**src/rtl/vend_change.sv**
```systemverilog
// vend_change: newspaper vending controller with coin edge detection,
// configurable price, change return and cancel/refund. Credit and change
// are tracked in 5-cent units; change is paid out one nickel per clock.
module vend_change #(
    parameter int PRICE     = 3,
    parameter int CREDIT_W  = 4,
    parameter int CHANGE_EN = 1
) (
    input  logic                clock,
    input  logic                reset,
    input  logic [1:0]          coin,
    input  logic                cancel,
    output logic                newspaper,
    output logic                nickel_out,
    output logic                coin_reject,
    output logic [CREDIT_W-1:0] credit,
    output logic                busy
);

    typedef enum logic [1:0] {
        IDLE   = 2'b00,
        VEND   = 2'b01,
        CHANGE = 2'b10
    } state_t;

    localparam logic [CREDIT_W-1:0] ZERO_C    = {CREDIT_W{1'b0}};
    localparam logic [CREDIT_W-1:0] ONE_C     = {{(CREDIT_W-1){1'b0}}, 1'b1};
    localparam logic [CREDIT_W-1:0] PRICE_C   = CREDIT_W'(PRICE);
    localparam bit                  CHANGE_ON = (CHANGE_EN != 0);

    // Coin code to value in nickels: nickel 1, dime 2, quarter 5.
    function automatic logic [CREDIT_W-1:0] coin_value(input logic [1:0] code);
        logic [CREDIT_W-1:0] val;
        case (code)
            2'd1:    val = ONE_C;
            2'd2:    val = CREDIT_W'(2);
            2'd3:    val = CREDIT_W'(5);
            default: val = ZERO_C;
        endcase
        return val;
    endfunction

    state_t              state_r, state_s;
    logic [1:0]          coin_q_r;
    logic [CREDIT_W-1:0] credit_r, credit_s;
    logic [CREDIT_W-1:0] pending_r, pending_s;
    logic                reject_r, reject_s;
    logic                newspaper_r, newspaper_s;
    logic                nickel_r, nickel_s;
    logic                busy_r, busy_s;
    logic                coin_event_s;
    logic [CREDIT_W-1:0] sum_s;

    // A coin counts once, on the sample where it first appears after zero.
    assign coin_event_s = (coin != 2'd0) && (coin_q_r == 2'd0);
    // Cannot overflow: credit in IDLE is at most PRICE-1 and a coin adds at most 5.
    assign sum_s        = credit_r + coin_value(coin);

    // State, datapath and registered outputs; reset aborts everything at once.
    always_ff @(posedge clock or posedge reset) begin
        if (reset) begin
            state_r     <= IDLE;
            coin_q_r    <= 2'd0;
            credit_r    <= ZERO_C;
            pending_r   <= ZERO_C;
            reject_r    <= 1'b0;
            newspaper_r <= 1'b0;
            nickel_r    <= 1'b0;
            busy_r      <= 1'b0;
        end else begin
            state_r     <= state_s;
            coin_q_r    <= coin;
            credit_r    <= credit_s;
            pending_r   <= pending_s;
            reject_r    <= reject_s;
            newspaper_r <= newspaper_s;
            nickel_r    <= nickel_s;
            busy_r      <= busy_s;
        end
    end

    // Next state, next credit/pending and coin rejection decision.
    always_comb begin
        state_s   = state_r;
        credit_s  = credit_r;
        pending_s = pending_r;
        reject_s  = 1'b0;
        case (state_r)
            IDLE: begin
                if (cancel) begin
                    // Cancel wins over any coin arriving in the same cycle.
                    reject_s = coin_event_s;
                    if (credit_r != ZERO_C) begin
                        state_s   = CHANGE;
                        pending_s = credit_r;
                        credit_s  = ZERO_C;
                    end else begin
                        state_s = IDLE;
                    end
                end else if (coin_event_s) begin
                    if (sum_s >= PRICE_C) begin
                        state_s   = VEND;
                        credit_s  = ZERO_C;
                        pending_s = CHANGE_ON ? (sum_s - PRICE_C) : ZERO_C;
                    end else begin
                        credit_s = sum_s;
                    end
                end else begin
                    state_s = IDLE;
                end
            end
            VEND: begin
                reject_s = coin_event_s;
                if (pending_r != ZERO_C) begin
                    state_s = CHANGE;
                end else begin
                    state_s = IDLE;
                end
            end
            CHANGE: begin
                reject_s  = coin_event_s;
                pending_s = pending_r - ONE_C;
                if (pending_r == ONE_C) begin
                    state_s = IDLE;
                end else begin
                    state_s = CHANGE;
                end
            end
            default: begin
                state_s   = IDLE;
                credit_s  = ZERO_C;
                pending_s = ZERO_C;
            end
        endcase
    end

    // Moore outputs decoded from the next state so they leave a flop.
    always_comb begin
        newspaper_s = 1'b0;
        nickel_s    = 1'b0;
        busy_s      = 1'b0;
        case (state_s)
            IDLE: begin
                busy_s = 1'b0;
            end
            VEND: begin
                newspaper_s = 1'b1;
                busy_s      = 1'b1;
            end
            CHANGE: begin
                nickel_s = 1'b1;
                busy_s   = 1'b1;
            end
            default: begin
                busy_s = 1'b0;
            end
        endcase
    end

    assign newspaper   = newspaper_r;
    assign nickel_out  = nickel_r;
    assign coin_reject = reject_r;
    assign credit      = credit_r;
    assign busy        = busy_r;

endmodule

```
**config.mk**
```make
export PLATFORM = sky130hd
export DESIGN_NAME = vend_change
export DESIGN_NICKNAME = d
export VERILOG_FILES = /design/src/rtl/vend_change.sv
export SDC_FILE = /design/constraint.sdc
export NUM_CORES = 1
export LEC_CHECK = 0
export CORE_UTILIZATION = 40
export CTS_CLUSTER_DIAMETER = 50
export DETAILED_ROUTE_END_ITERATION = 8
export GPL_ROUTABILITY_DRIVEN = 0
export GPL_TIMING_DRIVEN = 0
export SYNTH_ARGS = -nofsm -noshare
export SYNTH_HDL_FRONTEND = slang
export SYNTH_SLANG_ARGS = --single-unit
```
**constraint.sdc**
```tcl
create_clock -name clock -period 2.9 [get_ports clock]
set_clock_uncertainty 0.1 [all_clocks]
set_input_delay 0.435 -clock clock [delete_from_list [all_inputs] [get_ports clock]]
set_output_delay 0.435 -clock clock [all_outputs]
set_load 0.1 [all_outputs]
```
=== Yosys cells after proc, flatten, opt, wreduce, memory -nomap -nowiden ===
Index checks and enable logic that the tools add are counted.

* Word-level logic and storage cells: 58
* Bits in registers: 16

* Multiplexer cells: 23
* Add/subtract/negate cells: 3
* Reduce and logical (&&, ||, !) cells: 10
* Eq/ne operators: 11
* Magnitude comparators: 1
* Bitwise logic cells: 2

{| class="wikitable"
|+ Operators by type and width
! kind !! count
|-
| 4-bit two-way mux || 8
|-
| 2-bit two-way mux || 6
|-
| 4-bit one-hot mux with 3 select lines || 1
|-
| 3-bit != test (second input constant) || 3
|-
| 3-bit one-hot mux with 3 select lines || 1
|-
| 2-bit == test (second input constant) || 4
|-
| 4-bit one-hot mux with 2 select lines || 1
|-
| 4-bit nonzero test || 2
|-
| 2-bit by 1-bit == test with 1-bit output (second input constant) || 3
|-
| 2-bit one-hot mux with 3 select lines || 1
|-
| 4-bit adder || 1
|-
| 4-bit by 1-bit == test with 1-bit output (second input constant) || 1
|-
| 4-bit by 2-bit >= comparator with 1-bit output (second input constant) || 1
|-
| 2-bit logical NOT || 2
|-
| 1-bit two-way mux || 4
|-
| 4-bit AND reduction || 1
|-
| 2-bit OR reduction || 2
|-
| 4-bit by 1-bit subtractor with 4-bit output (second input constant) || 1
|-
| 4-bit by 2-bit subtractor with 4-bit output (second input constant) || 1
|-
| 3-bit AND reduction || 1
|-
| 1-bit inverter || 2
|-
| 1-bit one-hot mux with 2 select lines || 1
|-
| 2-bit nonzero test || 1
|-
| 1-bit logical AND || 1
|}

=== Logic depth before layout (Yosys ltp) ===
* Depth in word-level cells: 11
* Mapped depth: 9
* Gate-level depth less buffers: 9

=== Worst setup path after synthesis ===
OpenSTA, ideal clock, no wires.

* Kind: register -> register
* From: register credit_r[0] (netlist: credit[0])
* To: register busy_r (netlist: busy)
* Setup time: 0.063 ns
* Slack: -0.401 ns
* Required time: 2.737 ns
* Cell stages (with the launch flop): 10
* Arrival time: 3.138 ns
* Clock period less this slack: 3.301 ns
* Path through: dfrtp_1 -> ha_1 -> fa_1 -> ha_1 -> nor2_1 -> o21ai_2 -> o31a_1 -> o32ai_1 -> ha_1 -> inv_1

* Longest elaborated chain between the ends: 9
* Elaborated cells on any way between the ends: 12

{| class="wikitable"
|+ RTL lines
! what !! RTL line !! RTL
|-
| from (decl) || 45 || <nowiki>logic [CREDIT_W-1:0] credit_r, credit_s;</nowiki>
|-
| from (signal assigned) || 73 || <nowiki>credit_r <= credit_s;</nowiki>
|-
| 4-bit adder || 57 || <nowiki>assign sum_s = credit_r + coin_value(coin);</nowiki>
|-
| 4-bit by 2-bit >= comparator with 1-bit output || 101 || <nowiki>if (sum_s >= PRICE_C) begin</nowiki>
|-
| 2-bit two-way mux || 101 ||
|-
| 2-bit two-way mux || 100 || <nowiki>end else if (coin_event_s) begin</nowiki>
|-
| 2-bit two-way mux * || 90 || <nowiki>if (cancel) begin</nowiki>
|-
| 2-bit one-hot mux with 3 select lines * || 88 || <nowiki>case (state_r)</nowiki>
|-
| named net state_s[1] || 43 || <nowiki>state_t state_r, state_s;</nowiki>
|-
| 2-bit == test or 2-bit by 1-bit == test with 1-bit output (tied branches) || 142 || <nowiki>case (state_s)</nowiki>
|-
| 2-bit OR reduction (no line) * || - ||
|-
| 1-bit two-way mux * || 142 ||
|-
| named net busy_s || 50 || <nowiki>logic busy_r, busy_s;</nowiki>
|-
| to (signal assigned) || 78 || <nowiki>busy_r <= busy_s;</nowiki>
|-
| to (decl) || 50 ||
|}

The timed path passes the listed nets; every way through them passes the cells marked *.
A chain may end at the register's enable or synchronous reset.

=== Worst setup path in the final report ===
* From: input coin[0]
* To: register newspaper_r (netlist: newspaper)

* Longest elaborated chain between the ends: 10
* Elaborated cells on any way between the ends: 14

{| class="wikitable"
|+ RTL lines
! what !! RTL line !! RTL
|-
| from (decl) || 11 || <nowiki>input logic [1:0] coin,</nowiki>
|-
| 2-bit == test or 2-bit by 1-bit == test with 1-bit output (tied branches) || 34 || <nowiki>case (code)</nowiki>
|-
| 3-bit one-hot mux with 3 select lines || 34 ||
|-
| 4-bit adder || 57 ||
|-
| 4-bit by 2-bit >= comparator with 1-bit output || 101 ||
|-
| 2-bit two-way mux || 101 ||
|-
| 2-bit two-way mux * || 100 ||
|-
| 2-bit two-way mux * || 90 ||
|-
| 2-bit one-hot mux with 3 select lines * || 88 ||
|-
| 2-bit by 1-bit == test with 1-bit output * || 142 ||
|-
| 1-bit two-way mux * || 142 ||
|-
| named net newspaper_s || 48 || <nowiki>logic newspaper_r, newspaper_s;</nowiki>
|-
| to (signal assigned) || 76 || <nowiki>newspaper_r <= newspaper_s;</nowiki>
|-
| to (decl) || 48 ||
|}

Marks and branches as above.

==> summary by stage <==
Outcome
The flow ran to the end, and the final reports show no timing, DRC or antenna violations.

Timing
The number of max-slew violations in the final report came to 0. The final total negative setup slack is 0 ns. The setup slack after layout is 0.111 ns. Setup repair after global routing left no endpoint under its margin. The fmax is about 360 MHz. The number of failing hold endpoints at the final stage is 0.

At the pin with the least slew margin, the transition time is 0.974 ns. The worst pin sits at a relative slew slack of 0.349. The part of the cycle the worst path needs is 0.962. Counting I/O delays and the setup requirement, the final critical path takes 2.79 ns. The final setup violation count is 0.

Clocking
The TritonCTS buffer count is 3. In this run the deepest clock path goes through 2 buffers. For the worst-skew pair, the clock arrives at the later sink with an insertion delay of between 0.2 and 0.3 ns. The buffer cell driving the clock tree root is sky130_fd_sc_hd__clkbuf_4.

The total number of H-tree levels is 1. The tree built by TritonCTS fans out to 16 sinks. After clock tree synthesis, the clock-pin slew on the worst setup and hold paths is 0.10 ns. The CTS tree is yes. The number of hold buffers added after CTS was 0.

Finish
The number of diodes is 0. In the layout the commonest cells are sky130_fd_sc_hd__inv_1, sky130_fd_sc_hd__dfrtp_1, sky130_fd_sc_hd__ha_1. The area growth from synthesis to layout is 18.5%. The final layout contains 143 nets. The finished layout holds around 150 standard cells, fillers aside. After filler insertion, the fill cell instance count of the layout stands at between 200 and 250. In the final layout, the share of cells above drive strength 1 is 0.177. The end-of-flow core utilization is 0.514.

Place
The number of input and output port buffers inserted is 11. The post-placement cell count is 150. At the placement stage, the worst setup path has a slack of -0.546 ns.

Detailed placement ended at an HPWL of 1.74 mm.

Logic synthesis
After synthesis the netlist holds a flip-flop and latch count of 16. By area, the combinational part of the netlist is dominated by compound AO/OA/AOI/OAI gates. The cell count after synthesis is ~110. The simple-gate share of the synthesized area is 0.161. Of the total synthesized cell area, the portion taken by XOR and XNOR cells is 0.0238. The summed instance area of the synthesized netlist is around 1100 sq um. The number of different library cells used by synthesis comes to slightly above 40. Synthesis produced a netlist with a net count of 127.

The register area share after synthesis is 0.362. The fraction of synthesized area in multiplexers is 0.0408. The complex-gate fraction of the synthesized area is 0.190.

The total number of yosys warnings is 0. The share of synthesized cell area in full adder, half adder and majority cells is 0.154. The mean instance size in the synthesized netlist is 10.1 sq um.

Floorplan
The core region is 2540 sq um. The vertical die dimension is between 50 and 60 um. The horizontal die dimension is around 55 um. Pin placement for this block handled 13 I/O pins. The initial utilization of the core area, before any placement, comes to 0.434. The initialized floorplan defines 18 standard-cell rows. The die area is roughly 3000 sq um.

Worst setup path
Counting stages on the worst path, the most repeated cell is sky130_fd_sc_hd__ha_1. On the worst path, the slowest cell contributes a delay of between 0.4 and 0.5 ns. The data arrival time of the critical path is 2.87 ns. The number of buffers and inverters on the critical path is 1.

Grouping stages by cell kind, the critical path spends the most delay in adder cells. The cell count of the worst reg-to-reg path is 8. The critical path goes through dlygate4sd2_1 -> ha_1 -> fa_1 -> ha_1 -> nor2_2 -> o21ai_2 -> o31a_1 -> o32a_1 -> ha_1. The worst setup path is captured at a register. The critical path in this run is classified as in -> reg. The path length in cells of the critical path is 9. Of all nets on the critical path, the largest fanout is 6. Data on the critical path is required at its endpoint by between 2 and 3 ns. The cell with the biggest individual delay on the critical path is sky130_fd_sc_hd__fa_1.

STA classifies the critical path startpoint as an input pin.

Drt
In the final routed layout, each cell accounts on average for approximately 14 um. The remaining antenna violation count after routing is 0. The DRC violation total after the first TritonRoute iteration is 24.

Summed over all layers, the routed wires come to ~2.2 mm. Across all layers, the routed design uses around 860 vias. In the routed design, unresolved DRC markers number 0. In the routed layout, each cell is associated on average with a via count of roughly 5.6. The pre-antenna-repair detailed-routing pass consisted of 4 iterations.

Power and ir drop
The ratio of total power to cell area is between 700 and 800 nW/um^2. The worst-case vdd ir drop is 522 uV. In this run the static leakage power is roughly 0.6 nW.

Run
The number of max-cap violations is 0.

Global route
The via count of the first global-routing pass was between 700 and 800. The number of antenna violations at the first check in global routing is 0. Entering global routing, the biggest net connects 17 pins. For this run, the total global-route usage over all layers was measured as 0.168.

The first global-routing pass estimated approximately 3.4 mm of wire. The remaining global-route overflow is 0.

Worst hold path
The worst hold path passes through 3 cells. The path class of the tightest hold or removal check is in -> reg.
timing repair:
| action | CTS | global route |
|---|---|---|
| pin swaps | 0 | 1 |
| resized for setup | 5 | 1 |
| setup buffers | 0 | 0 |
| endpoints found under the setup margin | 3 | 2 |
logic make-up (layout without fill, tap and decap cells):
kind of cell / after synthesis / count (layout)
AND/OR/NAND/NOR: 29 / 29
buffers and inverters: 16 / 31
XOR/XNOR: 3 / 3
flip-flops: 16 / 16
adder cells (fa/ha/maj): 13 / 13
multiplexers: 4 / 4
AO/OA/AOI/OAI: 28 / 28
path summary, 6_finish.rpt:
path	startpoint	end	slack [ns]
worst max register to register	credit[0]	newspaper	0.12
min in group asynchronous	reset	coin_reject	0.42
worst min register to register	pending_r[1]	pending_r[1]	0.43
max in group asynchronous	reset	credit[0]	1.84
worst min-delay path	cancel	coin_reject	0.37
worst max-delay path	coin[0]	newspaper	0.11
metrics by stage:
step	total power, mW	cell area [sq um]	hold WS [ns]
2_1_floorplan	0.763	1110	0.249
3_3_place_gp	0.876	1260	0.411
3_5_place_dp	0.888	1260	0.418
4_1_cts	1.05	1310	0.367
5_1_grt	1.12	1310	0.389
6_report	1.04	1310	0.372
cell usage after synthesis:
| cell type | n | share of area |
|---|---|---|
| sky130_fd_sc_hd__dfrtp_1 | 16 | 0.36 |
| sky130_fd_sc_hd__inv_1 | 14 | 0.048 |
| sky130_fd_sc_hd__ha_1 | 12 | 0.14 |
| sky130_fd_sc_hd__nand2_1 | 6 | 0.020 |
| sky130_fd_sc_hd__nor2_1 | 6 | 0.020 |
| sky130_fd_sc_hd__o21ai_0 | 4 | 0.018 |
| sky130_fd_sc_hd__o31ai_1 | 4 | 0.027 |
| sky130_fd_sc_hd__a21oi_1 | 3 | 0.014 |
| sky130_fd_sc_hd__a21oi_2 | 3 | 0.024 |
| sky130_fd_sc_hd__and2_1 | 3 | 0.017 |
| sky130_fd_sc_hd__mux2_1 | 3 | 0.031 |
| sky130_fd_sc_hd__buf_6 | 2 | 0.020 |
| sky130_fd_sc_hd__nand3_1 | 2 | 0.0091 |
| sky130_fd_sc_hd__nor3_1 | 2 | 0.0091 |
| sky130_fd_sc_hd__o211ai_1 | 2 | 0.014 |
| sky130_fd_sc_hd__xor2_1 | 2 | 0.016 |
| sky130_fd_sc_hd__a221o_1 | 1 | 0.0091 |
| sky130_fd_sc_hd__a221oi_1 | 1 | 0.0079 |
| sky130_fd_sc_hd__a2bb2oi_1 | 1 | 0.0079 |
| sky130_fd_sc_hd__a31o_2 | 1 | 0.0079 |
| sky130_fd_sc_hd__and2_4 | 1 | 0.0079 |
| sky130_fd_sc_hd__and2b_2 | 1 | 0.0079 |
| sky130_fd_sc_hd__and3_4 | 1 | 0.010 |
| sky130_fd_sc_hd__fa_1 | 1 | 0.018 |
| sky130_fd_sc_hd__mux2_2 | 1 | 0.010 |
| sky130_fd_sc_hd__nand2b_1 | 1 | 0.0057 |
| sky130_fd_sc_hd__nand3_2 | 1 | 0.0091 |
| sky130_fd_sc_hd__nor2b_1 | 1 | 0.0057 |
| sky130_fd_sc_hd__nor3b_4 | 1 | 0.017 |
| sky130_fd_sc_hd__nor4b_1 | 1 | 0.0079 |
| sky130_fd_sc_hd__o2111ai_1 | 1 | 0.0079 |
| sky130_fd_sc_hd__o21a_1 | 1 | 0.0068 |
| sky130_fd_sc_hd__o21ai_2 | 1 | 0.0079 |
| sky130_fd_sc_hd__o22a_1 | 1 | 0.0079 |
| sky130_fd_sc_hd__o22ai_1 | 1 | 0.0057 |
| sky130_fd_sc_hd__o31a_1 | 1 | 0.0079 |
| sky130_fd_sc_hd__o32a_1 | 1 | 0.0091 |
| sky130_fd_sc_hd__o32ai_1 | 1 | 0.0079 |
| sky130_fd_sc_hd__or2b_1 | 1 | 0.0068 |
| sky130_fd_sc_hd__or4_1 | 1 | 0.0068 |
| sky130_fd_sc_hd__xnor2_1 | 1 | 0.0079 |
flip-flops by register name, summed over array words and instances (netlist names):
name	flops
pending_r	4
coin_q_r	2
nickel_out	1
state_r	2
busy	1
coin_reject	1
newspaper	1
credit	4
worst min-delay path: stages:
cell	delay (ns)
sky130_fd_sc_hd__buf_6	0.11
sky130_fd_sc_hd__a21oi_1	0.12
sky130_fd_sc_hd__nor3_1	0.05
area by class of cell:
cell class / instances / area [sq um] / area share
tap: 30 / 37.5 / 0.0287
sequential: 16 / 405 / 0.310
inverter: 14 / 52.6 / 0.0402
buffer: 2 / 22.5 / 0.0172
timing repair buffer: 11 / 108 / 0.0822
multi-input combinational: 77 / 647 / 0.494
clock buffer: 4 / 36.3 / 0.0277
where the power goes:
| group | internal, mW | switching, mW | leakage, nW |
|---|---|---|---|
| registers | 0.281 | 0.0484 | 0.195 |
| logic | 0.216 | 0.348 | 0.383 |
| clock network | 0.0763 | 0.0704 | 0.0210 |
| total | 0.573 | 0.466 | 0.599 |
per-layer routing:
metal	vias to the layer above	track usage	routed length, um
met5	-	0	0
met4	0	0.0641	19
met3	4	0.0361	61
met2	16	0.278	1070
met1	425	0.212	1060
li1	417	-	-
Power figures use the tool's default switching activity.
